`config.mk`:
```
export PLATFORM = sky130hd
export DESIGN_NAME = rvp_run_ctrl
export DESIGN_NICKNAME = d
export VERILOG_FILES = /design/src/rtl/rvp_ctrl_pkg.sv /design/src/rtl/rvp_sat_counter.sv /design/src/rtl/rvp_run_ctrl.sv
export SDC_FILE = /design/constraint.sdc
export NUM_CORES = 1
export LEC_CHECK = 0
export CORE_MARGIN = 2
export CORE_UTILIZATION = 50
export CTS_CLUSTER_DIAMETER = 120
export DETAILED_ROUTE_END_ITERATION = 16
export DONT_BUFFER_PORTS = 1
export PLACE_DENSITY = 0.72
export SLEW_MARGIN = 25
export SYNTH_ARGS = -nofsm -noshare
export SYNTH_HDL_FRONTEND = slang
export SYNTH_SLANG_ARGS = --single-unit
```
`constraint.sdc`:
```
create_clock -name clk -period 3.4 [get_ports clk]
set_input_delay 0.68 -clock clk [delete_from_list [all_inputs] [get_ports clk]]
set_output_delay 0.68 -clock clk [all_outputs]
set_load 0.1 [all_outputs]
```
`src/rtl/rvp_ctrl_pkg.sv`:
```
// rtl/rvp_ctrl_pkg.sv - shared state encoding and parameter defaults for the run controller
package rvp_ctrl_pkg;

    typedef enum logic [2:0] {
        ST_IDLE  = 3'd0,
        ST_HOLD  = 3'd1,
        ST_RUN   = 3'd2,
        ST_DRAIN = 3'd3,
        ST_DUMP  = 3'd4,
        ST_DONE  = 3'd5
    } run_state_e;

    localparam int unsigned DEF_RESET_CYCLES   = 20;
    localparam int unsigned DEF_MAX_RUN_CYCLES = 200;
    localparam int unsigned DEF_DRAIN_CYCLES   = 4;

    // A phase length of zero still has to occupy one cycle so the FSM stays well-formed.
    function automatic int unsigned eff_cycles(input int unsigned n);
        return (n == 0) ? 1 : n;
    endfunction

endpackage

```
`src/rtl/rvp_sat_counter.sv`:
```
// rtl/rvp_sat_counter.sv - up-counter with synchronous clear that sticks at all-ones
module rvp_sat_counter #(
    parameter int unsigned W = 32
) (
    input  logic         clk_i,
    input  logic         rst_ni,
    input  logic         clr_i,
    input  logic         en_i,
    output logic [W-1:0] count_o
);

    logic [W-1:0] count_q, count_d;

    // Clear has priority; increment stops once every bit is set.
    always_comb begin
        count_d = count_q;
        if (clr_i) begin
            count_d = '0;
        end else if (en_i && (count_q != {W{1'b1}})) begin
            count_d = count_q + {{(W-1){1'b0}}, 1'b1};
        end
    end

    // Count register.
    always_ff @(posedge clk_i or negedge rst_ni) begin
        if (!rst_ni) begin
            count_q <= '0;
        end else begin
            count_q <= count_d;
        end
    end

    assign count_o = count_q;

endmodule

```
`src/rtl/rvp_run_ctrl.sv`:
```
// rtl/rvp_run_ctrl.sv - sequences core reset, run, drain and dump for one program execution
module rvp_run_ctrl
    import rvp_ctrl_pkg::*;
#(
    parameter int unsigned RESET_CYCLES   = DEF_RESET_CYCLES,
    parameter int unsigned MAX_RUN_CYCLES = DEF_MAX_RUN_CYCLES,
    parameter int unsigned DRAIN_CYCLES   = DEF_DRAIN_CYCLES
) (
    input  logic        clk,
    input  logic        reset_n,
    input  logic        start,
    input  logic [31:0] end_pc,
    input  logic [31:0] pc_out,
    input  logic        wb_e,
    input  logic [4:0]  wb_a,
    output logic        core_reset,
    output logic        core_dump,
    output logic        busy,
    output logic        done,
    output logic        timeout,
    output logic [31:0] run_cycles,
    output logic [31:0] wb_count
);

    // HOLD and DRAIN share one down-counter; it is loaded with length-1 and the phase ends at zero.
    localparam logic [31:0] HOLD_LOAD  = 32'(eff_cycles(RESET_CYCLES) - 1);
    localparam logic [31:0] DRAIN_LOAD = 32'(eff_cycles(DRAIN_CYCLES) - 1);
    localparam logic [31:0] RUN_LAST   = 32'(eff_cycles(MAX_RUN_CYCLES) - 1);

    run_state_e  state_q, state_d;
    logic [31:0] cnt_q, cnt_d;
    logic [31:0] end_pc_q, end_pc_d;
    logic        timeout_q, timeout_d;
    logic        start_acc;
    logic        core_reset_q, core_dump_q, busy_q, done_q;
    logic        run_en, wb_en;

    // Next-state logic; the end address is checked before the timeout so it wins a tie.
    always_comb begin
        state_d   = state_q;
        cnt_d     = cnt_q;
        end_pc_d  = end_pc_q;
        timeout_d = timeout_q;
        start_acc = 1'b0;
        case (state_q)
            ST_IDLE, ST_DONE: begin
                if (start) begin
                    state_d   = ST_HOLD;
                    cnt_d     = HOLD_LOAD;
                    end_pc_d  = end_pc;
                    timeout_d = 1'b0;
                    start_acc = 1'b1;
                end
            end
            ST_HOLD: begin
                if (cnt_q == '0) state_d = ST_RUN;
                else             cnt_d   = cnt_q - 32'd1;
            end
            ST_RUN: begin
                if (pc_out >= end_pc_q) begin
                    state_d   = ST_DRAIN;
                    cnt_d     = DRAIN_LOAD;
                    timeout_d = 1'b0;
                end else if (run_cycles >= RUN_LAST) begin
                    state_d   = ST_DRAIN;
                    cnt_d     = DRAIN_LOAD;
                    timeout_d = 1'b1;
                end
            end
            ST_DRAIN: begin
                if (cnt_q == '0) state_d = ST_DUMP;
                else             cnt_d   = cnt_q - 32'd1;
            end
            ST_DUMP: state_d = ST_DONE;
            default: state_d = ST_IDLE;
        endcase
    end

    // State, phase counter and captured run parameters.
    always_ff @(posedge clk or negedge reset_n) begin
        if (!reset_n) begin
            state_q   <= ST_IDLE;
            cnt_q     <= '0;
            end_pc_q  <= '0;
            timeout_q <= 1'b0;
        end else begin
            state_q   <= state_d;
            cnt_q     <= cnt_d;
            end_pc_q  <= end_pc_d;
            timeout_q <= timeout_d;
        end
    end

    // Outputs are decoded from the next state so they are flop outputs aligned with state_q.
    always_ff @(posedge clk or negedge reset_n) begin
        if (!reset_n) begin
            core_reset_q <= 1'b1;
            core_dump_q  <= 1'b0;
            busy_q       <= 1'b0;
            done_q       <= 1'b0;
        end else begin
            core_reset_q <= (state_d == ST_IDLE) || (state_d == ST_HOLD);
            core_dump_q  <= (state_d == ST_DUMP);
            busy_q       <= (state_d == ST_HOLD) || (state_d == ST_RUN) ||
                            (state_d == ST_DRAIN) || (state_d == ST_DUMP);
            done_q       <= (state_d == ST_DONE);
        end
    end

    assign run_en = (state_q == ST_RUN);
    assign wb_en  = ((state_q == ST_RUN) || (state_q == ST_DRAIN)) && wb_e && (wb_a != 5'd0);

    rvp_sat_counter #(.W(32)) u_run_cnt (
        .clk_i   (clk),
        .rst_ni  (reset_n),
        .clr_i   (start_acc),
        .en_i    (run_en),
        .count_o (run_cycles)
    );

    rvp_sat_counter #(.W(32)) u_wb_cnt (
        .clk_i   (clk),
        .rst_ni  (reset_n),
        .clr_i   (start_acc),
        .en_i    (wb_en),
        .count_o (wb_count)
    );

    assign core_reset = core_reset_q;
    assign core_dump  = core_dump_q;
    assign busy       = busy_q;
    assign done       = done_q;
    assign timeout    = timeout_q;

endmodule

```
==> flow_metrics.env <==
export IMPL_cts_root_buf="clkbuf_16"
export IMPL_grt_pass1_wl_microns=30200
export IMPL_p_per_area_nw_per_um2=672
export IMPL_wl_per_cell_microns=16.4
export IMPL_grt_use_total_pct=23.2
export IMPL_max_freq_mhz=319
export IMPL_critPathCaptureType="flip-flop"
export IMPL_yosys_top_cells_area="dfrtp_1 (45%), ha_1 (5.8%), o21ai_0 (4.9%), nand2_1 (4.1%), xnor2_1 (3.7%)"
export IMPL_nNetsFinal=1009
export IMPL_yosys_warnings=0
export IMPL_p_clk_share_pct=31.9
export IMPL_internal_power_mw=3.83
export IMPL_hpwlAfterDp_microns=12800
export IMPL_path_clk_slew_ps=60
export IMPL_worst_hold_slack_ps=-42.7
export IMPL_numPortBuffers=0
export IMPL_cts_buffers=17
export IMPL_fin_skew_ps=9.18
export IMPL_final_cell_area_sq_um=8890
export IMPL_grt_start_max_net_pins=137
export IMPL_syn_inst=838
export IMPL_maxSlewViolCount=0
export IMPL_place_gp_congestion=0.833
export IMPL_rows=44
export IMPL_vias_per_cell=5.86
export IMPL_synth_flop_cell="dfrtp_1"
export IMPL_area_growth_pct=17.7
export IMPL_worst_pin_slew_ps=1020
export IMPL_die_w_microns=127
export IMPL_final_layout_size_suffix_gt1_share_pct=14.4
export IMPL_r2r_start="end_pc_q[13]"
export IMPL_ys_seq_area_share_pct=45.1
export IMPL_fin_crit_sh_pct=92.3
export IMPL_seqPwrFrac_pct=37.7
export IMPL_syn_area_per_cell_sq_um=9.01
export IMPL_cp_required_ps=3750
export IMPL_cts_sinks=136
export IMPL_ys_types=59
export IMPL_max_slew_margin_pct=31.8
export IMPL_crit_path_start_kind="flip-flop"
export IMPL_setup_viol=0
export IMPL_synth_top_area_share_pct=44.8
export IMPL_cts_tree="done"
export IMPL_postCtsSetupBuffers=0
export IMPL_crit_fanout=14
export IMPL_clockBufferDepth=2
export IMPL_switching_share_pct=35.8
export IMPL_first_pass_iters=5
export IMPL_dieArea_sq_um=16100
export IMPL_r2r_slack_ps=260
export IMPL_r2r_cells=10
export IMPL_min_path_type="input pin to asynchronous set/reset pin"
export IMPL_clk_latency_ps=420
export IMPL_post_cts_resized=0
export IMPL_fillers=1275
export IMPL_finalHoldViolations=135
export IMPL_comb_power_share_pct=30.4
export IMPL_place_area_sq_um=8250
export IMPL_regArea_sq_um=3400
export IMPL_ant_nets=0
export IMPL_netlist_area_sq_um=7550
export IMPL_power_leakage_nw=3.94
export IMPL_dr_first_iter_drc_count=383
export IMPL_initial_core_util_pct=51.5
export IMPL_core_sq_um=14600
export IMPL_grt_overflow=0
export IMPL_rsz0062_at_grt="no"
export IMPL_io_pin_count=142
export IMPL_crit_type="flip-flop to flip-flop"
export IMPL_cp_arrival_ps=3480
export IMPL_crit_start="end_pc_q[13]"
export IMPL_drc=0
export IMPL_status="finished with violations"
export IMPL_switching_power_mw=2.14
export IMPL_die_h_microns=127
export IMPL_vdd_drop_max_mv=0.405
export IMPL_maxCapViolations=0
export IMPL_worstSetupEndpoint="cnt_q[13]"
export IMPL_routed_via_count=6439
export IMPL_setup_tns_ps=0
export IMPL_synthesis_nets=946
export IMPL_violations="hold timing"
export IMPL_synth_edff_count=0
export IMPL_antenna_found_initial=0
export IMPL_totalWireLength_microns=18000
export IMPL_ys_seq_elements=136
export IMPL_min_period_ps=3140
export IMPL_multi_input_area_sq_um=3830
export IMPL_async_reset_ff_share_pct=100
export IMPL_grt_pass1_vias=6198
export IMPL_r2r_end="cnt_q[13]"
export IMPL_htree_num_levels=4
export IMPL_n_antenna_cell=0
export IMPL_synth_top_area_cell="dfrtp_1"
[cell usage after synthesis (all sizes together), types with 2 or more instances]
cell type and number:
and2 6, xnor2 32, a31oi 2, a21o 2, a2111oi 2, or2 4
or4 27, xor2 17, mux2i 5, nor4b 2, inv 52, o21ai 74
a21oi 51, nor4 18, and3 14, nand3 34, nand4 19, o21bai 5
o211ai 3, nand2b 3, clkbuf 29, o31ai 14, buf 5, dfrtp 135
a211oi 2, nor2 74, o21a 6, nand2 83, nor2b 4, ha 35
nor3 24, and4 9, or3 29
[registers in the layout, summed over array words and instances, names as in the netlist]
register	flops
cnt_q	32
end_pc_q	32
u_run_cnt.count_o	32
u_wb_cnt.count_o	32
state_q	3
busy	1
core_dump	1
core_reset	1
done	1
timeout	1
[power groups by stage]
stage / Clock, mW / Sequential, mW / Combinational [mW]
2_1_floorplan: 0 / 2.45 / 1.18
3_3_place_gp: 0 / 2.25 / 1.75
3_5_place_dp: 0 / 2.27 / 1.81
4_1_cts: 1.94 / 2.25 / 1.82
5_1_grt: 2.01 / 2.30 / 2.05
6_report: 1.90 / 2.25 / 1.82
[layer usage]
layer  up-vias  wire, microns  GRT usage, %  part of all wire (%)
met5         -              0             0                     0
met4         0            359          7.56                   2.0
met3        29           1200          7.89                   6.7
met2       166           8310          36.1                    46
met1      3099           8130          30.8                    45
li1       3145              -             -                     -
[worst max-delay path, stage by stage, from the launching register on]
cell	delay, ps
dfrtp_1	330
inv_1	50
ha_1	300
nand4_1	140
or4_1	530
a221o_1	270
a31oi_1	350
buf_4	190
o31ai_2	180
or4_1	560
a21oi_1	130
[through the flow]
stage | setup slack (ps) | total power [mW] | cells | hold WS [ps] | utilization [%]
after floorplan | 296 | 3.63 | 838 | 384 | -
after global placement | 125 | 4.01 | 1065 | 394 | 56.3
after detailed placement | 97.7 | 4.08 | 1065 | 395 | 56.3
after CTS | 270 | 6.00 | 1097 | -56.4 | 60.5
after global routing | 126 | 6.35 | 1098 | -65.4 | 60.7
final | 263 | 5.97 | 1098 | -42.7 | 60.7
[cell usage in the layout (no fill, tap or decap), types with 3 or more instances in the layout]
cell	n
or3_1	28
nor2b_1	4
nand3_1	34
bufinv_16	3
and4_1	9
inv_6	3
clkinv_2	3
o21ai_0	74
nor3_1	22
o21bai_1	5
dfrtp_1	135
o31ai_1	12
o211ai_1	3
inv_1	52
nor2_1	74
and2_1	5
nor4_1	16
xnor2_1	32
or4_4	4
ha_1	35
o21a_1	6
or4_1	21
nand4_1	19
nand2b_1	3
clkbuf_16	17
xor2_1	17
clkinv_4	3
nand2_1	83
and3_1	14
buf_4	76
or2_2	3
mux2i_1	5
a21oi_1	51
[worst min path at each step]
stage / to / slack [ps]
after global routing: cnt_q[9] / -70
final: cnt_q[22] / -40
after detailed placement: busy / 390
after global placement: busy / 390
after floorplan: busy / 380
after CTS: busy / -60
[cell families after synthesis]
family	Yosys count	share of synthesized area (%)
flip-flops	136	45.1
AND/OR/NAND/NOR	353	24.6
adder cells (fa/ha/maj)	35	5.80
multiplexers	5	0.663
XOR/XNOR	49	5.69
buffers and inverters	86	4.64
AO/OA/AOI/OAI	174	13.5
[final cells by class]
cell class              instances  share of cell area (%)
flip-flops and latches        136                    38.3
clock inverters                14                    1.94
clock buffers                  18                    4.94
well taps                     184                    2.59
multi-input cells             616                    43.1
inverters                      52                    2.20
repair buffers                 78                    6.87
Power figures use the tool's default switching activity.
